==> src/rtl/cmutex_split2_pmp_pkg.sv <==
// Shared encodings for the PMP request splitter: consumer select values,
// per-consumer state encoding and the completion counter width.
package cmutex_split2_pmp_pkg;

    localparam logic SEL_C0 = 1'b0;
    localparam logic SEL_C1 = 1'b1;

    typedef enum logic {
        ST_IDLE = 1'b0,
        ST_BUSY = 1'b1
    } consState_e;

    localparam int FREE_CNT_W = 3;

endpackage

==> src/rtl/cmutex_split2_pmp_req_fifo.sv <==
// In-order request buffer for the splitter; head is read combinationally
// from registered storage, so a push becomes visible one cycle later.
module pmp_req_fifo #(
    parameter int W     = 33,
    parameter int DEPTH = 4
) (
    input  logic         clk,
    input  logic         rst,
    input  logic         push,
    input  logic         pop,
    input  logic [W-1:0] wdata,
    output logic [W-1:0] rdata,
    output logic         full,
    output logic         empty
);

    localparam int AW = $clog2(DEPTH);

    logic [AW:0]  wrPtr;
    logic [AW:0]  rdPtr;
    logic [W-1:0] mem [DEPTH];

    // Extra pointer MSB distinguishes full from empty when low bits match.
    assign full  = (wrPtr[AW] != rdPtr[AW]) && (wrPtr[AW-1:0] == rdPtr[AW-1:0]);
    assign empty = (wrPtr == rdPtr);
    assign rdata = mem[rdPtr[AW-1:0]];

    always_ff @(posedge clk or posedge rst) begin
        if (rst) begin
            wrPtr <= '0;
            rdPtr <= '0;
        end else begin
            if (push && !full) begin
                wrPtr <= wrPtr + 1'b1;
            end
            if (pop && !empty) begin
                rdPtr <= rdPtr + 1'b1;
            end
        end
    end

    always_ff @(posedge clk) begin
        if (push && !full) begin
            mem[wrPtr[AW-1:0]] <= wdata;
        end
    end

endmodule

==> src/rtl/cmutex_split2_pmp.sv <==
// Routes a merged drive/free request channel to two consumers in strict order
// and returns one upstream free pulse per completed request.
//   state   | meaning
//   ST_IDLE | consumer can accept a dispatch
//   ST_BUSY | one request in flight, waiting for its free
module cmutex_split2_pmp
    import cmutex_split2_pmp_pkg::*;
#(
    parameter int DW    = 32,
    parameter int DEPTH = 4
) (
    input  logic          clk,
    input  logic          rst,
    input  logic          i_drive,
    input  logic          i_sel,
    input  logic [DW-1:0] i_data,
    output logic          o_free,
    output logic          o_full,
    output logic          o_drive0,
    output logic [DW-1:0] o_data0,
    input  logic          i_free0,
    output logic          o_drive1,
    output logic [DW-1:0] o_data1,
    input  logic          i_free1,
    output logic          o_ovf,
    output logic          o_spur
);

    logic [DW:0]           fifoRdata;
    logic                  fifoFull;
    logic                  fifoEmpty;
    logic                  push;
    logic                  pop;
    logic                  headSel;
    logic [DW-1:0]         headData;
    consState_e            state0, state0Next;
    consState_e            state1, state1Next;
    logic                  disp0, disp1;
    logic                  free0Ok, free1Ok;
    logic [FREE_CNT_W-1:0] freeCnt;
    logic [FREE_CNT_W-1:0] freeSum;

    assign push = i_drive && !fifoFull;

    pmp_req_fifo #(
        .W     (DW + 1),
        .DEPTH (DEPTH)
    ) uReqFifo (
        .clk   (clk),
        .rst   (rst),
        .push  (push),
        .pop   (pop),
        .wdata ({i_sel, i_data}),
        .rdata (fifoRdata),
        .full  (fifoFull),
        .empty (fifoEmpty)
    );

    assign {headSel, headData} = fifoRdata;
    assign o_full  = fifoFull;
    assign free0Ok = i_free0 && (state0 == ST_BUSY);
    assign free1Ok = i_free1 && (state1 == ST_BUSY);
    assign pop     = disp0 || disp1;

    // Includes this cycle's frees so o_free follows a free by one cycle.
    assign freeSum = freeCnt + FREE_CNT_W'(free0Ok) + FREE_CNT_W'(free1Ok);

    always_comb begin
        disp0      = 1'b0;
        disp1      = 1'b0;
        state0Next = state0;
        state1Next = state1;
        if (!fifoEmpty) begin
            if (headSel == SEL_C0 && state0 == ST_IDLE) begin
                disp0 = 1'b1;
            end else if (headSel == SEL_C1 && state1 == ST_IDLE) begin
                disp1 = 1'b1;
            end
        end
        if (disp0) begin
            state0Next = ST_BUSY;
        end else if (free0Ok) begin
            state0Next = ST_IDLE;
        end
        if (disp1) begin
            state1Next = ST_BUSY;
        end else if (free1Ok) begin
            state1Next = ST_IDLE;
        end
    end

    always_ff @(posedge clk or posedge rst) begin
        if (rst) begin
            state0   <= ST_IDLE;
            state1   <= ST_IDLE;
            freeCnt  <= '0;
            o_free   <= 1'b0;
            o_drive0 <= 1'b0;
            o_drive1 <= 1'b0;
            o_data0  <= '0;
            o_data1  <= '0;
            o_ovf    <= 1'b0;
            o_spur   <= 1'b0;
        end else begin
            state0   <= state0Next;
            state1   <= state1Next;
            o_free   <= (freeSum != '0);
            freeCnt  <= freeSum - FREE_CNT_W'(freeSum != '0);
            o_drive0 <= disp0;
            o_drive1 <= disp1;
            if (disp0) begin
                o_data0 <= headData;
            end
            if (disp1) begin
                o_data1 <= headData;
            end
            o_ovf  <= o_ovf || (i_drive && fifoFull);
            o_spur <= o_spur || (i_free0 && state0 == ST_IDLE)
                             || (i_free1 && state1 == ST_IDLE);
        end
    end

endmodule
==> config.mk <==
export PLATFORM = sky130hd
export DESIGN_NAME = cmutex_split2_pmp
export DESIGN_NICKNAME = d
export VERILOG_FILES = /design/src/rtl/cmutex_split2_pmp_pkg.sv /design/src/rtl/cmutex_split2_pmp_req_fifo.sv /design/src/rtl/cmutex_split2_pmp.sv
export SDC_FILE = /design/constraint.sdc
export NUM_CORES = 1
export LEC_CHECK = 0
export ABC_CLOCK_PERIOD_IN_PS = 2500
export BUFFER_PORTS_ARGS = -buffer_cell sky130_fd_sc_hd__clkbuf_2
export CAP_MARGIN = 20
export CELL_PAD_IN_SITES_DETAIL_PLACEMENT = 1
export CELL_PAD_IN_SITES_GLOBAL_PLACEMENT = 2
export CORE_MARGIN = 4
export CORE_UTILIZATION = 39
export DETAILED_ROUTE_END_ITERATION = 12
export PLACE_DENSITY_LB_ADDON = 0.1
export SLEW_MARGIN = 20
export SYNTH_ARGS = -nofsm -noshare
export SYNTH_HDL_FRONTEND = slang
export SYNTH_SLANG_ARGS = --single-unit
==> constraint.sdc <==
create_clock -name clk -period 2.5 [get_ports clk]
set_clock_uncertainty 0.15 [all_clocks]
set_input_delay 0.375 -clock clk [delete_from_list [all_inputs] [get_ports clk]]
set_output_delay 0.375 -clock clk [all_outputs]
set_load 0.005 [all_outputs]
==> results.md, run 1 <==
- Die height: 150 um
- Final core occ: 50.6%
- Slowest stage cell on the critical path: dlygate4sd3_1
- Startpoint types: input port
- WHS Path Cells: 3
- Drt total wl: 15500 um
- XOR/XNOR Fraction of Synth Area: 0.996%
- Fin. Hold Viols: 0
- Clock buffer depth: 3
- CTS Buf Count: 22
- Fin nets: 592
- Outcome: completed
- Filler cells: 1831
- Pwr Density: 1340 mW/mm^2
- Final period util: 92.7%
- Largest net degree at the start of global routing: 81
- Hold Path Class: in2reg
- Largest incremental delay on the critical path: 0.52 ns
- Worst-Margin Slew: 0.539 ns
- Capturing point of the worst reg2reg path: o_data0[10]
- Routed Antenna Nets: 0
- Final setup fails: 0
- Synth Net Count: 423
- Minimum clock period: 2.32 ns
- Commonest cells after routing, fill and taps aside: edfxtp_1 (132), clkbuf_2 (107), dfrtp_1 (78), mux2_2 (63), dlygate4sd3_1 (36)
- Synthesized area: 0.00791 mm^2
- Share of layout cells above drive strength 1: 46.9%
- H-tree lvl count: 1
- Final worst-path setup slack: 0.184 ns
- Main combinational cell family by area after synthesis: multiplexers
- Global-route wire length before repair: 25100 um
- Reg-to-reg startpoint: uReqFifo.rdPtr[0]
- Synth top area share: 50.1%
- WS Path Type: in2reg
- Routability cong.: 0.695
- Total grt overflow: 0
- Core area: 0.0197 mm^2
- Layout area overhead: 26.0%
- CTS root buffer: clkbuf_16
- Post-synthesis sequential area ratio: 75.4%
- Netlist cell types: 25
- Starting DRT DRC Count: 160
- FF+latch count, synth: 212
- Vias: 3961
- Post-Syn Instances: 376
- DR DRC count: 0
- Rel. slew slack: 63.9%
- Vias per inst: 4.80
- DIE WIDTH: 150 um
- CP endpoint kind: register
- Yosys warns: 0
- Largest cells by area after synthesis: edfxtp_1 (50%), dfrtp_1 (25%), mux4_2 (9.4%)
- DP HPWL: 9830 um
- Most used cell, CP: ha_1
- Synth Area in Simple Gates: 1.11%
- Gr usage total: 14.4%
- Initial antenna violation count: 0
- Antenna cells: 0
- Die area: 0.0226 mm^2
- Vias in the first global route: 4480
- Setup TNS: 0 ns
- # IOs: 108
- Drt wl/cell: 18.8 um
- Starting Density: 40.1%
- Hold endpoint: o_spur
- Leak: 3.89 nW
- Max_cap viols: 0
- R2r setup slk: 0.23 ns
- Clock slew at reported path FFs: 0.06 ns
- Final slew viol count: 0
- Worst path required time: 2.76 ns
- I/O Buffers: 107
- Critical path, cell by cell: dlygate4sd3_1 -> clkbuf_2 -> nand2_1 -> fa_1 -> inv_1 -> ha_1 -> xnor2_2 -> nand3_1 -> ha_1 -> ha_1 -> xnor2_1
- Min-delay src: i_free0
- CTS tree: done
- Synth Area in Compound Gates: 0.522%
- Mux share of post-synthesis cell area: 18.8%
- Worst Path Max Fanout: 3
- Placement Rows: 51
- Clock Latency Late Sink: 0.49 ns
- Unrepaired setup endpoints after global routing: no
- Synth Area in Adders: 1.52%
- Area leader, netlist: edfxtp_1
- Most common cell after layout, fill and taps aside: edfxtp_1
- Syn_area_per_cell: 21.0 um^2
- Peak Freq: 0.432 GHz
- Worst VDD drop: 0.000555 V
- 1st-pass router iterations: 4
- Setup WS pre-CTS: 0.148 ns
- Critical path arrival: 2.57 ns
- R2R depth: 4
- Num Clock Sinks: 212
## flip-flops by register name, summed over array words and instances (netlist names)
signal	count
o_drive0	1
state1	1
o_ovf	1
freeCnt	3
o_data0	32
state0	1
uReqFifo.rdPtr	3
o_spur	1
o_data1	32
uReqFifo.mem	132
uReqFifo.wrPtr	3
o_free	1
o_drive1	1
## per-stage QoR
stage               instances  hold WS, ns  total power, mW  instance area, um^2
finish                    826       0.0263             13.3                 9970
global route              826       0.0379             14.2                 9970
CTS                       825      0.00600             13.6                 9950
detailed placement        749        0.304             10.2                 8860
global placement          749        0.288             10.0                 8860
floorplan                 376        0.301             8.52                 7920
## how the worst max path moves through the flow
stage                            startpoint                  end  cells after the start
after floorplan           uReqFifo.rdPtr[1]   uReqFifo.mem[3][0]                      4
after global placement    uReqFifo.rdPtr[0]           o_data0[8]                      4
after detailed placement            i_free1           freeCnt[2]                     10
after CTS                           i_free1           freeCnt[2]                     11
after global routing      uReqFifo.rdPtr[0]  uReqFifo.mem[2][14]                      4
final                               i_free1           freeCnt[2]                     11
## layer usage
layer  share of wire (%)  GRT usage [%]  vias up
met5                   0              0        -
met4                 1.6           3.80        0
met3                 5.1           2.92       20
met2                  51           24.8       97
met1                  43           18.8     2048
li1                    -              -     1796
## worst max-delay path: cells and delay by family
family | cells | cell delay (ns)
XOR/XNOR | 2 | 0.32
adder cells (fa/ha/maj) | 4 | 0.96
buffers and inverters | 3 | 0.72
AND/OR/NAND/NOR | 2 | 0.19
## repair_timing
| item | in CTS | in global routing |
|---|---|---|
| endpoints found under the hold margin | 215 | 0 |
| buffers inserted | 0 | 1 |
| hold buffers | 36 | 0 |
| setup endpoints to repair | 0 | 1 |
| gates resized for setup | 0 | 1 |
## cells by family (layout without fill, tap and decap cells)
| kind of cell | count (synthesis) | count (layout) |
|---|---|---|
| DFF | 212 | 212 |
| muxes | 99 | 99 |
| buffers and inverters | 26 | 211 |
| and+or+nand+nor | 14 | 14 |
| adders and majority gates | 9 | 9 |
| xor gates and xnor gates | 9 | 9 |
| AOI/OAI and AO/OA | 7 | 7 |
## cell type report
| class | count | area [um^2] | area share [%] |
|---|---|---|---|
| Timing Repair Buffer | 159 | 1050 | 10.6 |
| Clock inverter | 13 | 136 | 1.37 |
| Inverter | 12 | 48.8 | 0.489 |
| Clock buffer | 27 | 601 | 6.02 |
| Tap cell | 265 | 332 | 3.33 |
| Sequential cell | 212 | 5970 | 59.9 |
| Multi-Input combinational cell | 138 | 1830 | 18.4 |
## cell usage after synthesis
| master | number |
|---|---|
| buf_2 | 5 |
| a21o_1 | 2 |
| buf_1 | 2 |
| nand2_1 | 4 |
| a21oi_1 | 1 |
| and3_1 | 1 |
| buf_6 | 4 |
| mux2_1 | 2 |
| xor2_1 | 2 |
| xnor2_1 | 7 |
| nand3_1 | 3 |
| and2_1 | 4 |
| mux4_2 | 33 |
| a31oi_1 | 1 |
| mux2i_1 | 1 |
| clkbuf_1 | 3 |
| nand3b_1 | 1 |
| o21ai_0 | 3 |
| mux2_2 | 63 |
| nor3b_4 | 1 |
| edfxtp_1 | 132 |
| fa_1 | 1 |
| ha_1 | 8 |
| dfrtp_1 | 80 |
| inv_1 | 12 |
## report_power, final
group / switching, mW / total [mW] / internal (mW) / leakage (nW)
Sequential: 0.484 / 5.47 / 4.99 / 2.14
Clock: 1.26 / 3.28 / 2.01 / 0.369
Combinational: 2.15 / 4.59 / 2.44 / 1.38
No activity file was read; power rests on OpenSTA's default activity.
==> run 2, diff against run 1 <==
- SETUP_SLACK_MARGIN: unset -> 0.2
==> run 2 against run 1 <==
  * Die area unchanged
  * Register-to-register slack better by 0.06 ns
  * Wire length up 4.2%
  * Non-clock buffer count up 5
  * Clock-buffer cell count up 5
  * Clock power up 3%
  * Cell area up 0.68%
  * Maximum frequency up 3.2%
  * Largest power group unchanged
==> results.md, run 2 (same netlist as run 1, synthesis figures left out) <==
- Critical path arrival: 2.48 ns (-0.09 ns)
- Post-route cell area: 0.0100 mm^2 (+0.68%)
- Worst VDD drop: 0.000552 V (-0.58%)
- Max_cap viols: 0 (unchanged)
- R2R depth: 9 (+5)
- Reg-to-reg startpoint: state0
- Fin. Hold Viols: 0 (unchanged)
- WS Path Type: in2reg
- CTS tree: done
- Die area: 0.0226 mm^2 (unchanged)
- Filler cells: 1864 (+1.8%)
- Final Hold Slack: 0.154 ns (+0.128 ns)
- Minimum clock period: 2.24 ns (-0.0724 ns)
- 1st-pass router iterations: 4 (unchanged)
- Most common cell after layout, fill and taps aside: edfxtp_1
- Global-route wire length before repair: 26000 um (+3.5%)
- Clock slew at reported path FFs: 0.06 ns (about the same)
- Gr usage total: 14.9% (+0.47 points)
- Leak: 3.92 nW (+0.68%)
- Vias per inst: 4.82 (+0.54%)
- Worst-Margin Slew: 0.391 ns (-0.148 ns)
- Peak Freq: 0.446 GHz (+3.2%)
- Share of layout cells above drive strength 1: 47.2% (+0.30 points)
- Vias in the first global route: 4498 (+0.40%)
- Largest incremental delay on the critical path: 0.52 ns (about the same)
- CP startpoint: i_free0
- Starting Density: 40.1% (unchanged)
- Non-Filler Instances: 833 (+0.85%)
- I/O Buffers: 107 (unchanged)
- Psw: 3.99 mW (+2.4%)
- Combinational fraction of design power: 34.6% (+0.2 points)
- Drt wl/cell: 19.4 um (+3.4%)
- Unrepaired setup endpoints after global routing: yes
- Setup TNS: 0 ns (unchanged)
- H-tree lvl count: 1 (unchanged)
- Crit path max-delay family: adder cells
- Final setup fails: 0 (unchanged)
- Core area: 0.0197 mm^2 (unchanged)
- Placement Rows: 51 (unchanged)
- Clock buffer depth: 3 (unchanged)
- Worst Path Max Fanout: 2 (-1)
- Drt total wl: 16200 um (+4.2%)
- Layout area overhead: 26.8%
- Fin nets: 598 (+1.0%)
- DP HPWL: 10500 um (+6.8%)
- Worst path required time: 2.74 ns (-0.02 ns)
- Post-Place Cells: 753 (+0.53%)
- CP endpoint kind: register
- Number of flip-flops in the largest register: 132 (unchanged)
- Starting DRT DRC Count: 182 (+14%)
- # IOs: 108 (unchanged)
- Reg power frac: 40.5% (-0.5 points)
- Num Clock Sinks: 212 (unchanged)
- Final period util: 89.8% (-2.9 points)
- CTS Buf Count: 23 (+4.5%)
- Routed Antenna Nets: 0 (unchanged)
- Startpoint types: input port
- DIE WIDTH: 150 um (unchanged)
- CTS root buffer: clkbuf_16
- Final slew viol count: 0 (unchanged)
- Switch share: 29.6% (+0.32 points)
- Vias: 4016 (+1.4%)
- Slowest stage cell on the critical path: dlygate4sd3_1
- Total grt overflow: 0 (unchanged)
- Critical path, cell by cell: dlygate4sd3_1 -> clkbuf_2 -> nand2_1 -> fa_1 -> inv_1 -> ha_2 -> inv_1 -> nand3_1 -> ha_1 -> ha_1 -> xnor2_1
- Initial antenna violation count: 0 (unchanged)
- Power Internal: 9.52 mW (+0.83%)
- Pwr Density: 1350 mW/mm^2 (+0.60%)
- R2r setup slk: 0.29 ns (+0.06 ns)
- Clock Power Share: 24.9% (+0.3 points)
- Die height: 150 um (unchanged)
- Routability cong.: 0.710 (+2.2%)
- DR DRC count: 0 (unchanged)
- Antenna cells: 0 (unchanged)
- Rel. slew slack: 73.9% (+10 points)
- Clock Latency Late Sink: 0.50 ns (about the same)
- Commonest cells after routing, fill and taps aside: edfxtp_1 (132), clkbuf_2 (107), dfrtp_1 (78), mux2_2 (63), dlygate4sd3_1 (37)
- Hold Path Class: in2async
- Placed cell areas: 0.00889 mm^2 (+0.34%)
- Outcome: completed
- Largest net degree at the start of global routing: 50 (-38%)
- Capturing point of the worst reg2reg path: freeCnt[2]
- CP bufs+invs: 4 (+1)
==> run 2: cell types whose count changed in the layout (fill, tap and decap cells not counted), sizes merged <==
cell         before  now
clkbuf          134  139
buf              16   20
clkinv           10    6
dlygate4sd3      36   37
inv              11   12
==> run 2: metal layers <==
layer	part of all wire, %	GRT usage, %
met5	0	0
met4	1.9	3.43
met3	4.7	2.98
met2	51	25.5
met1	42	19.7
==> run 2: area by class of cell <==
class / instances / area [um^2] / area share (%)
sequential: 212 / 5970 / 59.5
clock inverter: 10 / 126 / 1.26
clock buffer: 32 / 629 / 6.27
timing repair buffer: 164 / 1090 / 10.9
multi-input combinational: 138 / 1840 / 18.3
inverter: 12 / 48.8 / 0.486
tap: 265 / 332 / 3.30
==> run 2: worst min-delay path, cell delays in order <==
cell	delay, ns
dlygate4sd3_1	0.53
clkbuf_2	0.12
clkinvlp_4	0.12
==> run 2: timing repair <==
| item | in CTS | in global routing |
|---|---|---|
| hold endpoints to repair | 216 | 0 |
| gates resized for setup | 0 | 3 |
| endpoints found under the setup margin | 0 | 74 |
| hold buffers | 37 | 0 |
| buffers inserted | 0 | 1 |
==> run 2: worst max path at each step <==
stage / to / slack [ns] / cells after the start
floorplan: o_data0[10] / 0.32 / 5
global placement: freeCnt[2] / 0.31 / 10
detailed placement: freeCnt[2] / 0.20 / 10
CTS: freeCnt[2] / 0.22 / 11
global route: freeCnt[2] / 0.16 / 11
finish: freeCnt[2] / 0.26 / 11
==> run 2: power groups by stage <==
stage	registers (mW)	logic, mW	clock network [mW]
floorplan	5.47	3.05	0
global placement	5.48	4.60	0
detailed placement	5.55	4.74	0
CTS	5.49	4.80	3.49
global route	5.60	5.16	3.64
finish	5.47	4.67	3.37
==> run 2: per-stage QoR <==
stage | power [mW] | setup WS, ns | util [%]
floorplan | 8.52 | 0.323 | -
global placement | 10.1 | 0.313 | 45.1
detailed placement | 10.3 | 0.200 | 45.1
CTS | 13.8 | 0.222 | 50.8
global route | 14.4 | 0.165 | 50.9
finish | 13.5 | 0.256 | 50.9
==> run 3, diff against run 2 <==
- CORE_UTILIZATION: 39 -> 25
- GPL_ROUTABILITY_DRIVEN: unset -> 0
- REMOVE_ABC_BUFFERS: unset -> 1
==> run 3 against run 2 <==
  * Cell area grew 4.5%
  * Maximum frequency is essentially flat
  * Die area rose by 53%
  * Clock-buffer cell count up 5
  * Final cell count increased by 17%
  * Via count rose by 0.37%
  * Combinational power increased by 4.7%
  * Core utilization decreased by 17 points
  * Largest power group unchanged
  * Non-clock buffer count stayed put
==> results.md, run 3 (same netlist as run 1, synthesis figures left out) <==
- Outcome: completed
- Rel. slew slack: 63.0% (-11 points)
- Grt met3 use: 2.25% (-0.73 points)
- Critical path arrival: 2.49 ns (about the same)
- Drt wl/cell: 18.5 um (-4.5%)
- CTS tree: done
- Drt total wl: 18000 um (+11%)
- Clock slew at reported path FFs: 0.05 ns (about the same)
- Gr busiest metal: met2
- Clock Latency Late Sink: 0.51 ns (about the same)
- CP endpoint kind: register
- Vias: 4031 (+0.37%)
- Startpoint types: input port
- CTS root buffer: clkbuf_16
- Final slew viol count: 0 (unchanged)
- Met1 Use GR: 12.9% (-6.8 points)
- Die height: 186 um (+24%)
- Fin nets: 601 (+0.50%)
- Final period util: 89.8% (about the same)
- CTS Buf Count: 26 (+13%)
- 1st-pass router iterations: 4 (unchanged)
- Starting DRT DRC Count: 119 (-35%)
- Minimum clock period: 2.25 ns (+0.00194 ns)
- Fin. Hold Viols: 0 (unchanged)
- # IOs: 108 (unchanged)
- Leak: 4.04 nW (+3.1%)
- Gr usage total: 10.5% (-4.4 points)
- Reg-to-reg startpoint: uReqFifo.rdPtr[0]
- WS Path Type: in2reg
- Placed cell areas: 0.00914 mm^2 (+2.8%)
- DIE WIDTH: 186 um (+24%)
- Crit path max-delay family: adder cells
- CP bufs+invs: 3 (-1)
- Critical path, cell by cell: dlygate4sd3_1 -> clkbuf_2 -> nand2_1 -> fa_1 -> inv_1 -> ha_1 -> xnor2_2 -> nand3_1 -> ha_1 -> ha_1 -> xnor2_1
- Met2 Track Usage GR: 18.9% (-6.6 points)
- Commonest cells after routing, fill and taps aside: edfxtp_1 (132), clkbuf_2 (107), dfrtp_1 (78), mux2_2 (63), dlygate4sd3_1 (37)
- Peak Freq: 0.445 GHz (about the same)
- Global-route wire length before repair: 27900 um (+7.2%)
- Largest net degree at the start of global routing: 47 (-6.0%)
- Final worst-path setup slack: 0.254 ns (-0.00194 ns)
- H-tree lvl count: 1 (unchanged)
- Max_cap viols: 0 (unchanged)
- Pwr Density: 1370 mW/mm^2 (+2.0%)
- Worst path required time: 2.75 ns (about the same)
- Die area: 0.0346 mm^2 (+53%)
- Most common cell after layout, fill and taps aside: edfxtp_1
- Core area: 0.0309 mm^2 (+57%)
- Routed Antenna Nets: 0 (unchanged)
- Setup WS pre-CTS: 0.237 ns (+0.0370 ns)
- Vias in the first global route: 4687 (+4.2%)
- Number of flip-flops in the largest register: 132 (unchanged)
- Initial antenna violation count: 2 (+2)
- I/O Buffers: 107 (unchanged)
- Overall Power: 14.4 mW (+6.6%)
- Post-route cell area: 0.0105 mm^2 (+4.5%)
- Slowest stage cell on the critical path: dlygate4sd3_1
- Placement Rows: 64 (+25%)
- Most used cell, CP: ha_1
- Share of layout cells above drive strength 1: 47.6% (+0.38 points)
- Unrepaired setup endpoints after global routing: yes
- Layout area overhead: 32.6%
- Worst Path Max Fanout: 3 (+1)
- Non-Filler Instances: 972 (+17%)
- Clock buffer depth: 3 (unchanged)
- Post-Place Cells: 884 (+17%)
- DP HPWL: 11900 um (+14%)
- Num Clock Sinks: 212 (unchanged)
- Final setup fails: 0 (unchanged)
- Worst-Margin Slew: 0.555 ns (+0.163 ns)
- CP startpoint: i_free1
- Vias per inst: 4.15 (-14%)
- Hold Path Class: in2async
- Total grt overflow: 0 (unchanged)
- Largest incremental delay on the critical path: 0.52 ns (about the same)
- Worst VDD drop: 0.000490 V (-11%)
- Starting Density: 25.6% (-15 points)
- DR DRC count: 0 (unchanged)
- Final Hold Slack: 0.305 ns (+0.152 ns)
run 3: cell types whose count changed in the layout (fill, tap and decap cells not counted), sizes merged:
cell	before	now
clkbuf	139	144
bufinv	3	5
diode	0	2
clkinv	6	5
run 3: path summary, 6_finish.rpt:
path | end | slack, ns | cells after the start
min reg2reg | o_ovf | 0.31 | 1
min | o_data1[17] | 0.31 | 3
max | freeCnt[2] | 0.25 | 11
max reg2reg | o_data0[12] | 0.30 | 4
max in group asynchronous | o_data0[9] | 1.27 | 4
min in group clk | o_ovf | 0.31 | 1
run 3: repair_timing:
item                                    CTS  global route
hold buffers                             37             0
endpoints found under the hold margin   170             0
endpoints found under the setup margin    0             3
gates resized for setup                   0             2
buffers inserted                          0             1
run 3: power by group:
| group | leakage, nW | internal (mW) | total, mW | switching (mW) |
|---|---|---|---|---|
| logic | 1.44 | 2.58 | 4.89 | 2.31 |
| registers | 2.14 | 4.99 | 5.45 | 0.454 |
| clock network | 0.461 | 2.66 | 4.06 | 1.40 |
| total | 4.04 | 10.2 | 14.4 | 4.17 |
run 3: per-layer routing:
metal	vias up	wire [um]
met5	-	0
met4	0	367
met3	28	780
met2	80	9220
met1	2095	7650
li1	1828	-
run 3: per-stage QoR:
stage	utilization (%)	TNS [ns]
2_1_floorplan	-	-244.47
3_3_place_gp	29.6	0
3_5_place_dp	29.6	0
4_1_cts	33.8	0
5_1_grt	33.9	0
6_report	33.9	0
run 3: final cells by class:
class	instances	area (um^2)
diodes	2	5.00
clock buffers	37	774
multi-input cells	138	1840
fillers	3124	20400
repair buffers	164	1180
clock inverters	11	178
well taps	396	495
flip-flops and latches	212	5970
inverters	12	47.5
run 3: worst register-to-register path: stages (launching register included):
cell     delay, ns
dfrtp_4       0.44
mux4_2        0.58
nor3b_4       0.24
buf_12        0.27
mux2_2        0.39
